## config.mk

```make
export PLATFORM = sky130hd
export DESIGN_NAME = blft_win_sched
export DESIGN_NICKNAME = d
export VERILOG_FILES = /design/src/rtl/blft_win_sched.sv
export SDC_FILE = /design/constraint.sdc
export NUM_CORES = 1
export LEC_CHECK = 0
export BUFFER_PORTS_ARGS = -buffer_cell sky130_fd_sc_hd__buf_2
export CAP_MARGIN = 20
export CORE_MARGIN = 8
export CORE_UTILIZATION = 63
export DETAILED_ROUTE_END_ITERATION = 6
export PLACE_DENSITY = 0.85
export REMOVE_ABC_BUFFERS = 1
export SLEW_MARGIN = 20
export SYNTH_ARGS = -nofsm -noshare
export SYNTH_HDL_FRONTEND = slang
export SYNTH_SLANG_ARGS = --single-unit
```

## constraint.sdc

```tcl
create_clock -name clk -period 7.5 [get_ports clk]
set_input_delay 0.75 -clock clk [delete_from_list [all_inputs] [get_ports clk]]
set_output_delay 0.75 -clock clk [all_outputs]
set_load 0.03 [all_outputs]
```

## src/rtl/blft_win_sched.sv

```systemverilog
// Window-fetch scheduler for the bilateral filter: walks the image column by column over the
// (2*RAD+1)-row band of each output row, issuing one read per cycle plus window strobes.
module blft_win_sched #(
  parameter int IMG_W = 256,
  parameter int IMG_H = 256,
  parameter int RAD   = 5
) (
  input  logic        clk,
  input  logic        rst,
  input  logic        start,
  output logic        busy,
  output logic        done,
  output logic        rd_valid,
  input  logic        rd_ready,
  output logic [15:0] rd_addr,
  output logic        col_first,
  output logic        row_first,
  output logic        win_valid,
  output logic [15:0] pix_addr,
  output logic [1:0]  state_dbg
);

  typedef enum logic [1:0] {IDLE, FETCH, ROWEND, DONE} state_t;

  localparam logic [7:0] R8       = 8'(RAD);
  localparam logic [7:0] R2       = 8'(2 * RAD);
  localparam logic [7:0] LAST_COL = 8'(IMG_W - 1);
  localparam logic [7:0] LAST_PR  = 8'(IMG_H - 1 - RAD);

  state_t     state;
  logic [7:0] pr;
  logic [7:0] col;
  logic [7:0] row;

  assign state_dbg = state;

  // Handshake: a beat moves when rd_valid && rd_ready at a rising edge; while stalled,
  // rd_addr, col_first and row_first hold and no counter advances.
  // Outputs are loaded with the values of the next beat so they stay registered.
  always_ff @(posedge clk or posedge rst) begin
    if (rst) begin
      state     <= IDLE;
      pr        <= '0;
      col       <= '0;
      row       <= '0;
      busy      <= 1'b0;
      done      <= 1'b0;
      rd_valid  <= 1'b0;
      rd_addr   <= '0;
      col_first <= 1'b0;
      row_first <= 1'b0;
      win_valid <= 1'b0;
      pix_addr  <= '0;
    end else begin
      win_valid <= 1'b0;
      done      <= 1'b0;
      case (state)
        IDLE: begin
          if (start) begin
            state     <= FETCH;
            busy      <= 1'b1;
            pr        <= R8;
            col       <= '0;
            row       <= '0;
            rd_valid  <= 1'b1;
            rd_addr   <= '0;
            col_first <= 1'b1;
            row_first <= 1'b1;
          end
        end
        FETCH: begin
          if (rd_ready) begin
            if (row != pr + R8) begin
              row       <= row + 8'd1;
              rd_addr   <= {row + 8'd1, col};
              col_first <= 1'b0;
            end else begin
              row <= pr - R8;
              col <= col + 8'd1;
              if (col >= R2) begin
                win_valid <= 1'b1;
                pix_addr  <= {pr, col - R8};
              end
              if (col == LAST_COL) begin
                rd_valid  <= 1'b0;
                col_first <= 1'b0;
                row_first <= 1'b0;
                if (pr == LAST_PR) begin
                  state <= DONE;
                  busy  <= 1'b0;
                  done  <= 1'b1;
                end else begin
                  state <= ROWEND;
                end
              end else begin
                rd_addr   <= {pr - R8, col + 8'd1};
                col_first <= 1'b1;
                row_first <= 1'b0;
              end
            end
          end
        end
        ROWEND: begin
          state     <= FETCH;
          pr        <= pr + 8'd1;
          row       <= pr + 8'd1 - R8;
          col       <= '0;
          rd_valid  <= 1'b1;
          rd_addr   <= {pr + 8'd1 - R8, 8'd0};
          col_first <= 1'b1;
          row_first <= 1'b1;
        end
        DONE: begin
          state <= IDLE;
        end
        default: state <= IDLE;
      endcase
    end
  end

endmodule

```

# Word-level counts from Yosys, hierarchy flattened
# Cells that the tools add are included.
word_totals:
  output_inout_bits: 40
  wordCells: 91
  reg_bits: 64
  in_bits: 4
classes:
  n_eq_ne: 12
  n_mux: 46
  n_lt_le_gt_ge: 1
  n_bitwise: 1
  n_addsub: 7
  n_reduce_logical: 12
ops:
  columns: ["cell", "n"]
  rows:
  - ["16-bit 2-to-1 mux", 4]
  - ["8-bit 2-to-1 mux", 6]
  - ["16-bit case mux with 3 select lines", 1]
  - ["8-bit case mux with 3 select lines", 2]
  - ["8-bit by 1-bit adder with 8-bit output, second input constant", 3]
  - ["8-bit by 3-bit subtractor with 8-bit output, second input constant", 3]
  - ["1-bit 2-to-1 mux", 23]
  - ["8-bit == test, second input constant", 2]
  - ["8-bit case mux with 2 select lines", 1]
  - ["4-bit AND reduction", 4]
  - ["2-bit inequality test, second input constant", 5]
  - ["1-bit case mux with 3 select lines", 3]
  - ["8-bit by 3-bit adder with 8-bit output, second input constant", 1]
  - ["8-bit by 4-bit >= comparator with 1-bit output, second input constant", 1]
  - ["2-bit 2-to-1 mux", 4]
  - ["8-bit inequality test", 1]
  - ["2-bit case mux with 4 select lines", 1]
  - ["6-bit AND reduction", 1]
  - ["5-bit AND reduction", 1]
  - ["2-bit == test, second input constant", 2]
  - ["2-bit nonzero test", 2]
  - ["3-bit inequality test, second input constant", 1]
  - ["3-bit AND reduction", 1]
  - ["3-bit nonzero test", 1]
  - ["other kinds (5)", 5]

# Longest topological paths before layout
depth:
  depth_word: 6
  mapped_depth: 12
  mapped_depth_nobuf: 9

# Worst setup path before layout
# No wires, ideal clock.
synth_path:
  path_kind: "register -> register"
  from: "register pr[0]"
  to: "register pix_addr[0]"
  arrival_ps: 2810
  n_path_buf: 3
  synth_period_minus_slack_ps: 2935
  setup_time_ps: 125
  path_stages_with_launch: 12
  t_required_ps: 7375
  path_slack_ps: 4565
  cell_sequence: "dfrtp_1 clkbuf_1 inv_1 ha_1 xnor2_1 nand2_1 a2111o_1 a211oi_4 and4_1 buf_4 buf_12 mux2_4"
synth_between:
  elab_chain_cells: 4
synth_lines:
  columns: ["element", "line_no", "text"]
  rows:
  - ["start: declaration", "31", "logic [7:0] pr;"]
  - ["start signal: assignment", "105", "pr <= pr + 8'd1;"]
  - ["8-bit by 3-bit adder with 8-bit output", "73", "if (row != pr + R8) begin"]
  - ["8-bit inequality test", "73", null]
  - ["1-bit inverter (no source line)", null, null]
  - ["4-bit AND reduction (no source line)", null, null]
  - ["end signal: assignment", "82", "pix_addr <= {pr, col - R8};"]
  - ["end: declaration", "19", "output logic [15:0] pix_addr,"]
# Every way passes these cells.
# A chain may end at the register's enable or synchronous reset.

# Worst setup path in the final report
layout_path:
  from: "register pr[0]"
  to: "register pix_addr[15]"
# Same word-level chain as after synthesis.

==> metrics.txt <==
FF-to-FF path depth=9; RSZ-0062 raised after global routing=no; Final period util=approximately half; CTS tree=yes; Max rail drop VDD=between 150 and 200 µV; DP HPWL=roughly 6.2 mm; Crit path depth=9; worst r2r src=pr[0]$_DFFE_PP0P_; clk slew on worst S/H paths=about 0.070 ns; dpl cells=just over 500; Clock Sinks=64; Vias per Instance=about 6.1; reg2reg end=pix_addr[15]$_DFFE_PP0P_; GR Overflow Total=0; Port Buffers=between 40 and 50; slowest stage cell, crit path=and4_1; Max stage delay on crit path=about 0.94 ns; crit path from=pr[0]$_DFFE_PP0P_; hold path startpoint=rd_addr[4]$_DFFE_PP0P_; top fanout value on the critical path=27; root buf cell=clkbuf_8; Least-Margin Pin Slew=between 1 and 1.5 ns; Synth Register Bits=64; commonest non-fill, non-tap cell in the layout=dfrtp_1; crit path kind=reg -> reg; crit path to=pix_addr[15]$_DFFE_PP0P_; DIE AREA=0.00890 mm²; cell area power density=~230 mW/mm²; Max Clock Skew=between 0.009 and 0.01 ns; crit path cell chain=inv_1 -> ha_1 -> xnor2_1 -> nand2_1 -> a2111o_1 -> a211oi_4 -> buf_4 -> and4_1 -> mux2_2; final WL=9.10 mm; clk buf depth=2; setup TNS=0 ns; Pleak=between 0.002 and 0.0025 µW; initial cell density of the core=65.3%; post-layout min period=around 3.8 ns; CP endpoint kind=register; Slew Viols, Final=0; Synthesis Warnings=0; Final #Nets=roughly 460; sequential fraction of design power=a little over two fifths; DR pass1 iterations=6; H-Tree Depth=3; Clock power frac=between 30% and 40%; Post-CTS Setup Repair Bufs=0; ant diodes=0; P_sw=318 µW; final-report setup violation count=0; post-cts sizing count=0; CP bufs+invs=2; Total GRT Usage=21.5%; switching share of power=about a third; clk_lat worst skew=approximately 0.35 ns; post-synthesis sequential area ratio=41.4%; WP data arrival=approximately 4.1 ns; status=completed; cts bufs inserted=9; worst endpoint required time=approximately 7.7 ns; synthesized area per cell=~9.3 µm²; CP delay by family, top=simple AND/OR/NAND/NOR gates; synthesized area=0.00387 mm²; num rows=28; layout cells sized above 1=roughly 16%; worst relative slew slack=31.5%; vias in the first global route=just over 3000; highest-count cells in the layout ignoring fill and taps=dfrtp_1 (64), buf_2 (43), nand2_1 (41), o21ai_0 (40), xnor2_1 (30); GPL Wtd Cong=0.911; Pint=approximately 660 µW; drt first-iter violations=approximately 310; DIE WIDTH=approximately 94 µm; Area Overhead vs Synth=9.26%; Startpoint Class=register; worst hold path type=reg -> reg; Final Non-Filler Cells=~520; Combinational Power Share=between 20% and 30%; initial antenna violation count=0; CTS hold repair buffers=0; IO Count=44; final hold vios=0; maxcap violations=0; DRC=0; largest net degree at the start of global routing=between 60 and 70; Gate Count Post-Synth=slightly above 400; flop2flop setup slack=about 3.7 ns; die height=94.3 µm; Synth cell types=51; Core Region=0.00592 mm²; Vias=3181; antenna-violating nets left=0; routed len/inst=17.5 µm; f_max=about 0.26 GHz; global-route wire length before repair=15.2 mm
power by group through the flow:
stage	combinational, µW	clock (µW)	sequential (µW)
global placement	226	0	432
finish	233	317	429
detailed placement	233	0	434
global route	255	333	436
floorplan	112	0	488
CTS	234	318	429
sequential cells by signal, summed over array words and instances, names as in the netlist, 2 cells and up:
signal,count
pr,8
rd_addr,16
col,8
row,8
pix_addr,16
state_dbg,2
cell families (layout without fill, tap and decap cells):
| logic type | after synthesis | count (layout) | share of synthesized area (%) |
|---|---|---|---|
| AND/OR/NAND/NOR | 123 | 123 | 15.3 |
| AO/OA/AOI/OAI | 101 | 101 | 16.8 |
| flip-flops | 64 | 64 | 41.4 |
| buffers and inverters | 51 | 80 | 6.28 |
| XOR/XNOR | 45 | 45 | 10.2 |
| multiplexers | 19 | 19 | 6.15 |
| adder cells (fa/ha/maj) | 12 | 12 | 3.88 |
cell usage after synthesis, drive strengths merged:
cell type,instances,share of area [%]
xor2,15,3.4
a31o,1,0.23
o22ai,1,0.16
xnor2,30,6.8
buf,14,2.7
a21oi,20,2.6
a311oi,1,0.23
a2111o,1,0.29
a41oi,1,0.23
clkbuf,17,1.7
nor3,6,0.78
o21bai,1,0.19
o2111ai,1,0.23
nor2b,5,0.81
nor4,4,0.65
mux2,11,4.1
inv,20,1.9
nand3,10,1.3
a22o,12,2.7
or3,4,0.65
and4,4,0.91
and3,7,1.1
a31oi,1,0.16
o211a,1,0.26
o211ai,1,0.19
nand4,4,0.65
o31ai,6,1.2
o21ai,41,5.3
a221oi,1,0.23
nand2b,4,0.65
a22oi,7,1.4
or4,1,0.19
dfrtp,64,41
o32ai,1,0.23
mux2i,8,2.1
a211oi,1,0.52
nand2,41,4.0
a2bb2oi,1,0.23
nor2,27,2.6
or2,1,0.16
nand3b,1,0.19
a32o,1,0.26
ha,12,3.9
and2,4,0.65
worst register-to-register path: cells and delay by family (launching register included):
kind,cells,cell delay (ns)
buffers and inverters,2,0.53
and+or+nand+nor,2,1.01
xor gates and xnor gates,1,0.18
muxes,1,0.43
adders and majority gates,1,0.42
AOI/OAI and AO/OA,2,0.55
DFF,1,0.62
routing by layer:
metal  share of wire, %  vias to the layer above  track usage, %
li1                   -                     1486               -
met1                 43                     1540            27.4
met2                 46                      126            33.6
met3                7.4                       29            4.76
met4                2.7                        0            10.7
met5                  0                        -               0
layout make-up:
class                           count  area [µm²]
Clock buffer                       11         131
Clock inverter                      4        70.1
Fill cell                         440        1700
Inverter                           20        75.1
Multi-Input combinational cell    300        2020
Sequential cell                    64        1600
Tap cell                           75        93.8
Timing Repair Buffer               45         230
through the flow:
| step | area, µm² | hold slack [ns] | power (µW) | setup WS, ns | util [%] |
|---|---|---|---|---|---|
| 2_1_floorplan | 3700 | 0.495 | 600 | 3.86 | - |
| 3_3_place_gp | 4020 | 0.459 | 658 | 3.86 | 67.9 |
| 3_5_place_dp | 4020 | 0.468 | 667 | 3.67 | 67.9 |
| 4_1_cts | 4220 | 0.485 | 980 | 3.64 | 71.3 |
| 5_1_grt | 4220 | 0.510 | 1020 | 3.44 | 71.3 |
| 6_report | 4220 | 0.480 | 979 | 3.65 | 71.3 |
how the worst min path moves through the flow:
stage,endpoint,cells after the start
global placement,rd_addr[3]$_DFFE_PP0P_,2
detailed placement,rd_addr[4]$_DFFE_PP0P_,2
CTS,rd_addr[4]$_DFFE_PP0P_,2
finish,rd_addr[4]$_DFFE_PP0P_,2
global route,rd_addr[4]$_DFFE_PP0P_,2
floorplan,col[0]$_DFFE_PP0P_,1
Power figures use the tool's default switching activity.
